## config.mk

```make
export PLATFORM = sky130hd
export DESIGN_NAME = mbm_log_converter
export DESIGN_NICKNAME = d
export VERILOG_FILES = /design/src/rtl/mbm_log_converter.sv
export SDC_FILE = /design/constraint.sdc
export NUM_CORES = 1
export LEC_CHECK = 0
export BUFFER_PORTS_ARGS = -buffer_cell sky130_fd_sc_hd__buf_2
export CORE_ASPECT_RATIO = 1.5
export CORE_UTILIZATION = 35
export CTS_BUF_LIST = sky130_fd_sc_hd__clkbuf_8
export CTS_CLUSTER_SIZE = 16
export DETAILED_ROUTE_END_ITERATION = 16
export HOLD_SLACK_MARGIN = 0.02
export MAX_ROUTING_LAYER = met4
export PLACE_DENSITY = 0.67
export SKIP_CTS_REPAIR_TIMING = 1
export SKIP_LAST_GASP = 1
export SYNTH_ARGS = -nofsm -noshare
export SYNTH_HDL_FRONTEND = slang
export SYNTH_SLANG_ARGS = --single-unit
```

## constraint.sdc

```tcl
create_clock -name clk -period 2.64 [get_ports clk]
set_input_delay 0.396 -clock clk [delete_from_list [all_inputs] [get_ports clk]]
set_output_delay 0.396 -clock clk [all_outputs]
set_load 0.1 [all_outputs]
```

## src/rtl/mbm_log_converter.sv

```systemverilog
// Log-conversion front end of the Mitchell-based multiplier.
// Captures an operand pair, left-normalises each operand in parallel until its
// leading one reaches the MSB, then emits the summed characteristic and the
// mantissa 1 + x1 + x2 for the antilog barrel shifter.
module mbm_log_converter #(
  parameter int N = 8,
  parameter int L = 3
) (
  input  logic         clk,
  input  logic         rst,
  input  logic         in_valid,
  output logic         in_ready,
  input  logic [N-1:0] B1,
  input  logic [N-1:0] B2,
  output logic         out_valid,
  input  logic         out_ready,
  output logic [N-1:0] B1_q,
  output logic [N-1:0] B2_q,
  output logic [L-1:0] char_1,
  output logic [L-1:0] char_2,
  output logic         zero_1,
  output logic         zero_2,
  output logic [L:0]   char,
  output logic [N:0]   mantissa
);

  // Every characteristic starts at the MSB position and counts down per shift.
  localparam logic [L-1:0] K_INIT = L'(N - 1);
  localparam logic [L-1:0] K_ONE  = L'(1);
  // Implicit leading one of the mantissa, aligned with the fraction fields.
  localparam logic [N:0]   MANT_ONE = {2'b01, {(N-1){1'b0}}};

  typedef enum logic [1:0] {
    IDLE  = 2'd0,
    SHIFT = 2'd1,
    DONE  = 2'd2
  } state_t;

  state_t state;
  state_t state_next;

  logic [N-1:0] sr1;
  logic [N-1:0] sr2;
  logic [L-1:0] k1;
  logic [L-1:0] k2;

  logic         settled_1;
  logic         settled_2;
  logic         both_settled;
  logic [N-2:0] frac_1;
  logic [N-2:0] frac_2;
  logic [L-1:0] char_1_calc;
  logic [L-1:0] char_2_calc;
  logic [L:0]   char_calc;
  logic [N:0]   mantissa_calc;

  // Handshake flags follow directly from the registered state.
  assign in_ready  = (state == IDLE);
  assign out_valid = (state == DONE);

  // Settle detection and the result values that get latched at the settle edge.
  // A zero operand never finds a leading one, so it contributes nothing.
  always_comb begin
    settled_1     = sr1[N-1] | (sr1 == '0);
    settled_2     = sr2[N-1] | (sr2 == '0);
    both_settled  = settled_1 & settled_2;
    frac_1        = zero_1 ? '0 : sr1[N-2:0];
    frac_2        = zero_2 ? '0 : sr2[N-2:0];
    char_1_calc   = zero_1 ? '0 : k1;
    char_2_calc   = zero_2 ? '0 : k2;
    char_calc     = {1'b0, char_1_calc} + {1'b0, char_2_calc};
    mantissa_calc = MANT_ONE + {2'b00, frac_1} + {2'b00, frac_2};
  end

  // State register; reset aborts any pair in flight.
  always_ff @(posedge clk or posedge rst) begin
    if (rst) begin
      state <= IDLE;
    end else begin
      state <= state_next;
    end
  end

  // Next-state logic: one pair in flight, accept only from IDLE.
  always_comb begin
    state_next = state;
    case (state)
      IDLE:    if (in_valid)     state_next = SHIFT;
      SHIFT:   if (both_settled) state_next = DONE;
      DONE:    if (out_ready)    state_next = IDLE;
      default:                   state_next = IDLE;
    endcase
  end

  // Datapath: capture on accept, normalise while shifting, latch results on settle.
  // Outputs are only written at the settle edge so they hold through DONE and
  // keep their last values after the handshake.
  always_ff @(posedge clk or posedge rst) begin
    if (rst) begin
      sr1      <= '0;
      sr2      <= '0;
      k1       <= '0;
      k2       <= '0;
      B1_q     <= '0;
      B2_q     <= '0;
      zero_1   <= 1'b0;
      zero_2   <= 1'b0;
      char_1   <= '0;
      char_2   <= '0;
      char     <= '0;
      mantissa <= '0;
    end else begin
      case (state)
        IDLE: begin
          if (in_valid) begin
            sr1    <= B1;
            sr2    <= B2;
            k1     <= K_INIT;
            k2     <= K_INIT;
            B1_q   <= B1;
            B2_q   <= B2;
            zero_1 <= (B1 == '0);
            zero_2 <= (B2 == '0);
          end
        end
        SHIFT: begin
          if (both_settled) begin
            char_1   <= char_1_calc;
            char_2   <= char_2_calc;
            char     <= char_calc;
            mantissa <= mantissa_calc;
          end else begin
            if (!settled_1) begin
              sr1 <= sr1 << 1;
              k1  <= k1 - K_ONE;
            end
            if (!settled_2) begin
              sr2 <= sr2 << 1;
              k2  <= k2 - K_ONE;
            end
          end
        end
        default: begin
        end
      endcase
    end
  end

endmodule

```

Word level (Yosys, flattened, before mapping)
Index checks and enable logic that the tools add are counted.
{ "op_classes": {"eq_ne": 8, "n_addsub": 5, "n_mux": 23, "bitwise_logic": 3, "reduce_logical": 11} }
{ "ops": {"columns": ["op", "count"], "rows": [
  ["2-to-1 mux 8 bit", 6],
  ["logical NOT 8 bit", 4],
  ["case mux 8 bit (2 select lines)", 2],
  ["2-to-1 mux 3 bit", 7],
  ["2-to-1 mux 7 bit", 2],
  ["case mux 3 bit (2 select lines)", 2],
  ["inequality test 2 bit (second input constant)", 5],
  ["adder 8 x 7 -> 9 bit (first input constant)", 1],
  ["adder 9 x 7 -> 9 bit", 1],
  ["AND reduction 4 bit", 2],
  ["2-to-1 mux 2 bit", 3],
  ["case mux 2 bit (3 select lines)", 1],
  ["subtractor 3 x 1 -> 3 bit (second input constant)", 2],
  ["adder 3 x 3 -> 4 bit", 1],
  ["AND reduction 2 bit", 2],
  ["AND reduction 3 bit", 1],
  ["equality test 2 x 1 -> 1 bit (second input constant)", 1],
  ["equality test 2 bit (second input constant)", 1],
  ["logical NOT 2 bit", 1],
  ["inequality test 2 x 1 -> 1 bit (second input constant)", 1],
  ["bitwise OR 1 bit", 2],
  ["nonzero test 2 bit", 1],
  ["AND 1 bit", 1]
]} }
{ "totals": {"in_bits": 20, "elab_cells": 63, "reg_bits": 61, "out_inout_bits": 39} }

Longest topological paths before layout
{ "depth": {"ltp_word": 5, "ltp_mapped": 8, "depth_no_buf": 7} }

Worst setup path after synthesis
OpenSTA, ideal clock, no wires.
{ "synth_path": {"path_type": "register -> register", "startpoint": "reg zero_1", "endpoint": "reg mantissa[6]", "slack_ns": -0.279, "arrival_ns": 2.816, "required_ns": 2.536, "synth_period_minus_slack_ns": 2.919, "setup_ns": 0.104, "n_path_buf": 1, "path_stages_with_launch": 9, "path_cell_list": "dfrtp_1 -> clkbuf_1 -> nor2b_1 -> ha_1 -> fa_1 -> a211oi_1 -> nor2_1 -> o31a_1 -> o41ai_2"} }
{ "synth_via": {"elab_chain_len": 3} }
{ "synth_rtl": {"columns": ["item", "line_no", "source"], "rows": [
  ["start: declaration", "21", "output logic zero_1,"],
  ["start signal: assignment", "122", "zero_1 <= (B1 == '0);"],
  ["2-to-1 mux 7 bit", "67", "frac_1 = zero_1 ? '0 : sr1[N-2:0];"],
  ["adder 8 x 7 -> 9 bit", "72", "mantissa_calc = MANT_ONE + {2'b00, frac_1} + {2'b00, frac_2};"],
  ["adder 9 x 7 -> 9 bit", "72", null],
  ["end signal: assignment", "131", "mantissa <= mantissa_calc;"],
  ["end: declaration", "24", "output logic [N:0] mantissa"]
]} }
Every way passes these cells.
A chain may end at the register's enable or synchronous reset.

Final worst setup path
Ends and elaborated chain as after synthesis.

==> reports/qor_table.md <==
| Metric | Value | Unit |
|---|---|---|
| Sequential cell area | 1530 | um^2 |
| Area growth from synthesis to layout | 18.2 | % |
| Final antenna-violating net count | 0 | - |
| Effective utilization at floorplan | 36.6 | % |
| Worst setup skew after layout | 0.00815 | ns |
| Width of the chip | 79.2 | um |
| Wire length of the first global-routing pass | 12,100 | um |
| Avg Cell Area, Syn | 9.82 | um^2 |
| Number of warnings issued by yosys | 0 | - |
| Post-synthesis compound-gate area fraction | 9.23 | % |
| Register clock-pin slew on the reported worst setup and hold paths | 0.07 | ns |
| Average routed wire per standard cell | 15.0 | um |
| Clock latency reported for the late side of the worst-skew pair | 0.35 | ns |
| Congestion Overflow GR | 0 | - |
| Placed wire-length estimate after detailed placement | 5480 | um |
| Number of detailed-routing iterations run before antenna repair | 4 | - |
| Placeable core region | 8570 | um^2 |
| Synth Register Bits | 61 | - |
| Xor/xnor share of the synthesized area | 0.839 | % |
| Inserted Diodes | 0 | - |
| Violation count after the first detailed-route iteration | 86 | - |
| CTS sink count | 61 | - |
| Total count of max-transition violations in the final report | 0 | - |
| Largest net degree at the start of global routing | 35 | - |
| Antenna violations before repair | 0 | - |
| Count of buffers from port buffering | 58 | - |
| Maximum achievable frequency | 445 | MHz |
| Area occupied by multi-input gates | 1500 | um^2 |
| Data required time of the worst path | 2.89 | ns |
| Max Cap Viol | 0 | - |
| Part of the Yosys area used for sequential elements | 48.7 | % |
| Clk root buf | sky130_fd_sc_hd__clkbuf_8 | - |
| Kind of end point of the critical path | flip-flop | - |
| Syn nets | 353 | - |
| Clock tree from TritonCTS | built | - |
| Maximum net fanout on the critical path | 12 | - |
| Number of buffers created by CTS | 9 | - |
| Kind of critical path | flip-flop to flip-flop | - |
| Worst slew pin tran | 1.01 | ns |
| Most numerous cell in the Yosys netlist | sky130_fd_sc_hd__nand2_1 | - |
| Via density per instance | 4.99 | - |
| Main combinational cell family by area after synthesis | simple AND/OR/NAND/NOR gates | - |
| Worst hold-check path type | input pin to asynchronous set/reset pin | - |
| Period utilization | 85.2 | % |
| Gate count after technology mapping | 319 | - |
| Layout net count | 413 | - |
| Mux contribution to synthesized area | 11.0 | % |
| Share of the synthesized area in the top cell type | 48.7 | % |
| Synth async-reset ratio | 100 | % |
| Final-layout setup total negative slack | 0 | ns |
| Worst setup SP type | flip-flop | - |
| Count of endpoints failing hold in the final timing report | 0 | - |
| List of most frequent post-synthesis cells | 94 x sky130_fd_sc_hd__nand2_1, 61 x sky130_fd_sc_hd__dfrtp_1, 18 x sky130_fd_sc_hd__mux2_1 | - |
| Fill cell instance count of the final layout | 848 | - |
| Io pins | 59 | - |
| Signal arrival time at the worst endpoint | 2.50 | ns |
| Count of H-tree levels built during CTS | 3 | - |
| Rows | 41 | - |
| Vias in the first global route | 2,483 | - |
| Adder-cell share of the synthesized area | 6.07 | % |
| GP Congestion | 0.891 | - |
| CTS Buffer Depth | 2 | - |
| Run status | complete, no violations | - |
| Fraction of the mapped netlist area in simple logic gates | 20.7 | % |
| Library cells used by synthesis | 38 | - |
| Primary FF master, synth | sky130_fd_sc_hd__dfrtp_1 | - |
| Fraction of final layout cells sized beyond drive strength 1 | 24.5 | % |
| Final core occ | 43.2 | % |
| Mapped cell area | 3130 | um^2 |
| Via count | 2,447 | - |
| DRC violations left | 0 | - |
| Count of endpoints failing setup in the final report | 0 | - |
| Final wirelength | 7350 | um |
| Max_slew headroom | 32.1 | % |
| Count of flip-flops with a built-in enable after synthesis | 0 | - |
| Die height | 118 | um |
| Cell types occupying the most area after synthesis | sky130_fd_sc_hd__dfrtp_1 49%, sky130_fd_sc_hd__nand2_1 11%, sky130_fd_sc_hd__mux2_1 6.5%, sky130_fd_sc_hd__ha_1 4.8%, sky130_fd_sc_hd__nor2b_1 3.4% | - |
| Die Outline Area | 9340 | um^2 |
| Time the final worst path needs with I/O delays and setup | 2.25 | ns |
| RSZ-0062 raised after global routing | false | - |
| Top cell type by total area after synthesis | sky130_fd_sc_hd__dfrtp_1 | - |
| Tot GR Track Use | 17.7 | % |
[routing by layer]
layer  share of wire [%]  vias up  track usage, %
met3                 3.1       15            2.95
met1                  43     1185            19.6
met4                 2.6        0            9.66
li1                    -     1189               -
met5                   0        -               -
met2                  52       58            29.7
[flip-flops by register name, summed over array words and instances (netlist names)]
name      flops
zero_1        1
B1_q          8
sr2           8
char_2        3
sr1           8
zero_2        1
B2_q          8
state         2
k2            3
char          4
char_1        3
mantissa      9
k1            3
[through the flow]
step / instance area (um^2) / setup WS [ns] / hold slack (ns) / instances
final: 3700 / 0.390 / 0.164 / 490
after global routing: 3700 / 0.219 / 0.235 / 490
after CTS: 3700 / 0.390 / 0.190 / 490
after detailed placement: 3540 / 0.414 / 0.462 / 475
after global placement: 3540 / 0.449 / 0.455 / 475
after floorplan: 3140 / -0.0173 / 0.438 / 319
[final timing paths]
check / slack, ns / endpoint / depth (start not counted) / start
worst max-delay path: 0.39 / mantissa[6] / 7 / zero_1
worst min-delay path: 0.16 / B2_q[3] / 2 / rst
worst max register to register: 0.39 / mantissa[6] / 7 / zero_1
worst min register to register: 0.48 / B2_q[4] / 2 / B2_q[4]
max in group asynchronous: 1.74 / mantissa[7] / 3 / rst
min in group clk: 0.25 / state[1] / 2 / out_ready
[cell families after synthesis]
logic type / count (synthesis)
compound gates: 39
xor+xnor: 3
fa+ha+maj: 14
buf+inv: 26
flops: 61
mux: 31
simple gates: 145
[cell type report]
| type | instances | share of cell area, % |
|---|---|---|
| Timing Repair Buffer | 65 | 9.26 |
| Sequential cell | 61 | 41.3 |
| Clock buffer | 10 | 3.72 |
| Multi-Input combinational cell | 232 | 40.5 |
| Clock inverter | 5 | 0.575 |
| Inverter | 10 | 1.01 |
| Tap cell | 107 | 3.62 |
[worst max-delay path: stages, from the launching register on]
cell and delay, ns:
sky130_fd_sc_hd__dfrtp_2 0.49, sky130_fd_sc_hd__nor2b_1 0.08, sky130_fd_sc_hd__ha_1 0.23, sky130_fd_sc_hd__fa_1 0.43, sky130_fd_sc_hd__a211oi_1 0.22, sky130_fd_sc_hd__nor2_1 0.11, sky130_fd_sc_hd__o31a_1 0.28, sky130_fd_sc_hd__o41ai_2 0.32
[cell usage in the layout (no fill, tap or decap), types with 3 or more instances in the layout]
| master | netlist | routed |
|---|---|---|
| sky130_fd_sc_hd__nor3_1 | 3 | 3 |
| sky130_fd_sc_hd__buf_4 | 1 | 7 |
| sky130_fd_sc_hd__nor2b_1 | 17 | 17 |
| sky130_fd_sc_hd__a211oi_1 | 3 | 3 |
| sky130_fd_sc_hd__nand2_1 | 94 | 94 |
| sky130_fd_sc_hd__a21o_1 | 5 | 5 |
| sky130_fd_sc_hd__dfrtp_1 | 61 | 59 |
| sky130_fd_sc_hd__nand3_1 | 4 | 4 |
| sky130_fd_sc_hd__o21ai_1 | 4 | 4 |
| sky130_fd_sc_hd__nand2b_1 | 4 | 4 |
| sky130_fd_sc_hd__clkbuf_8 | 0 | 10 |
| sky130_fd_sc_hd__nor4_1 | 7 | 7 |
| sky130_fd_sc_hd__nor2_1 | 9 | 8 |
| sky130_fd_sc_hd__o31ai_1 | 8 | 8 |
| sky130_fd_sc_hd__mux2_2 | 9 | 9 |
| sky130_fd_sc_hd__mux2i_1 | 4 | 4 |
| sky130_fd_sc_hd__a21oi_1 | 8 | 8 |
| sky130_fd_sc_hd__mux2_1 | 18 | 18 |
| sky130_fd_sc_hd__buf_2 | 6 | 58 |
| sky130_fd_sc_hd__ha_1 | 12 | 12 |
| sky130_fd_sc_hd__inv_1 | 10 | 12 |
Power is left out: the tool's default activity adds up to more than one toggle a clock period on the data nets, which glitch-free logic cannot reach.
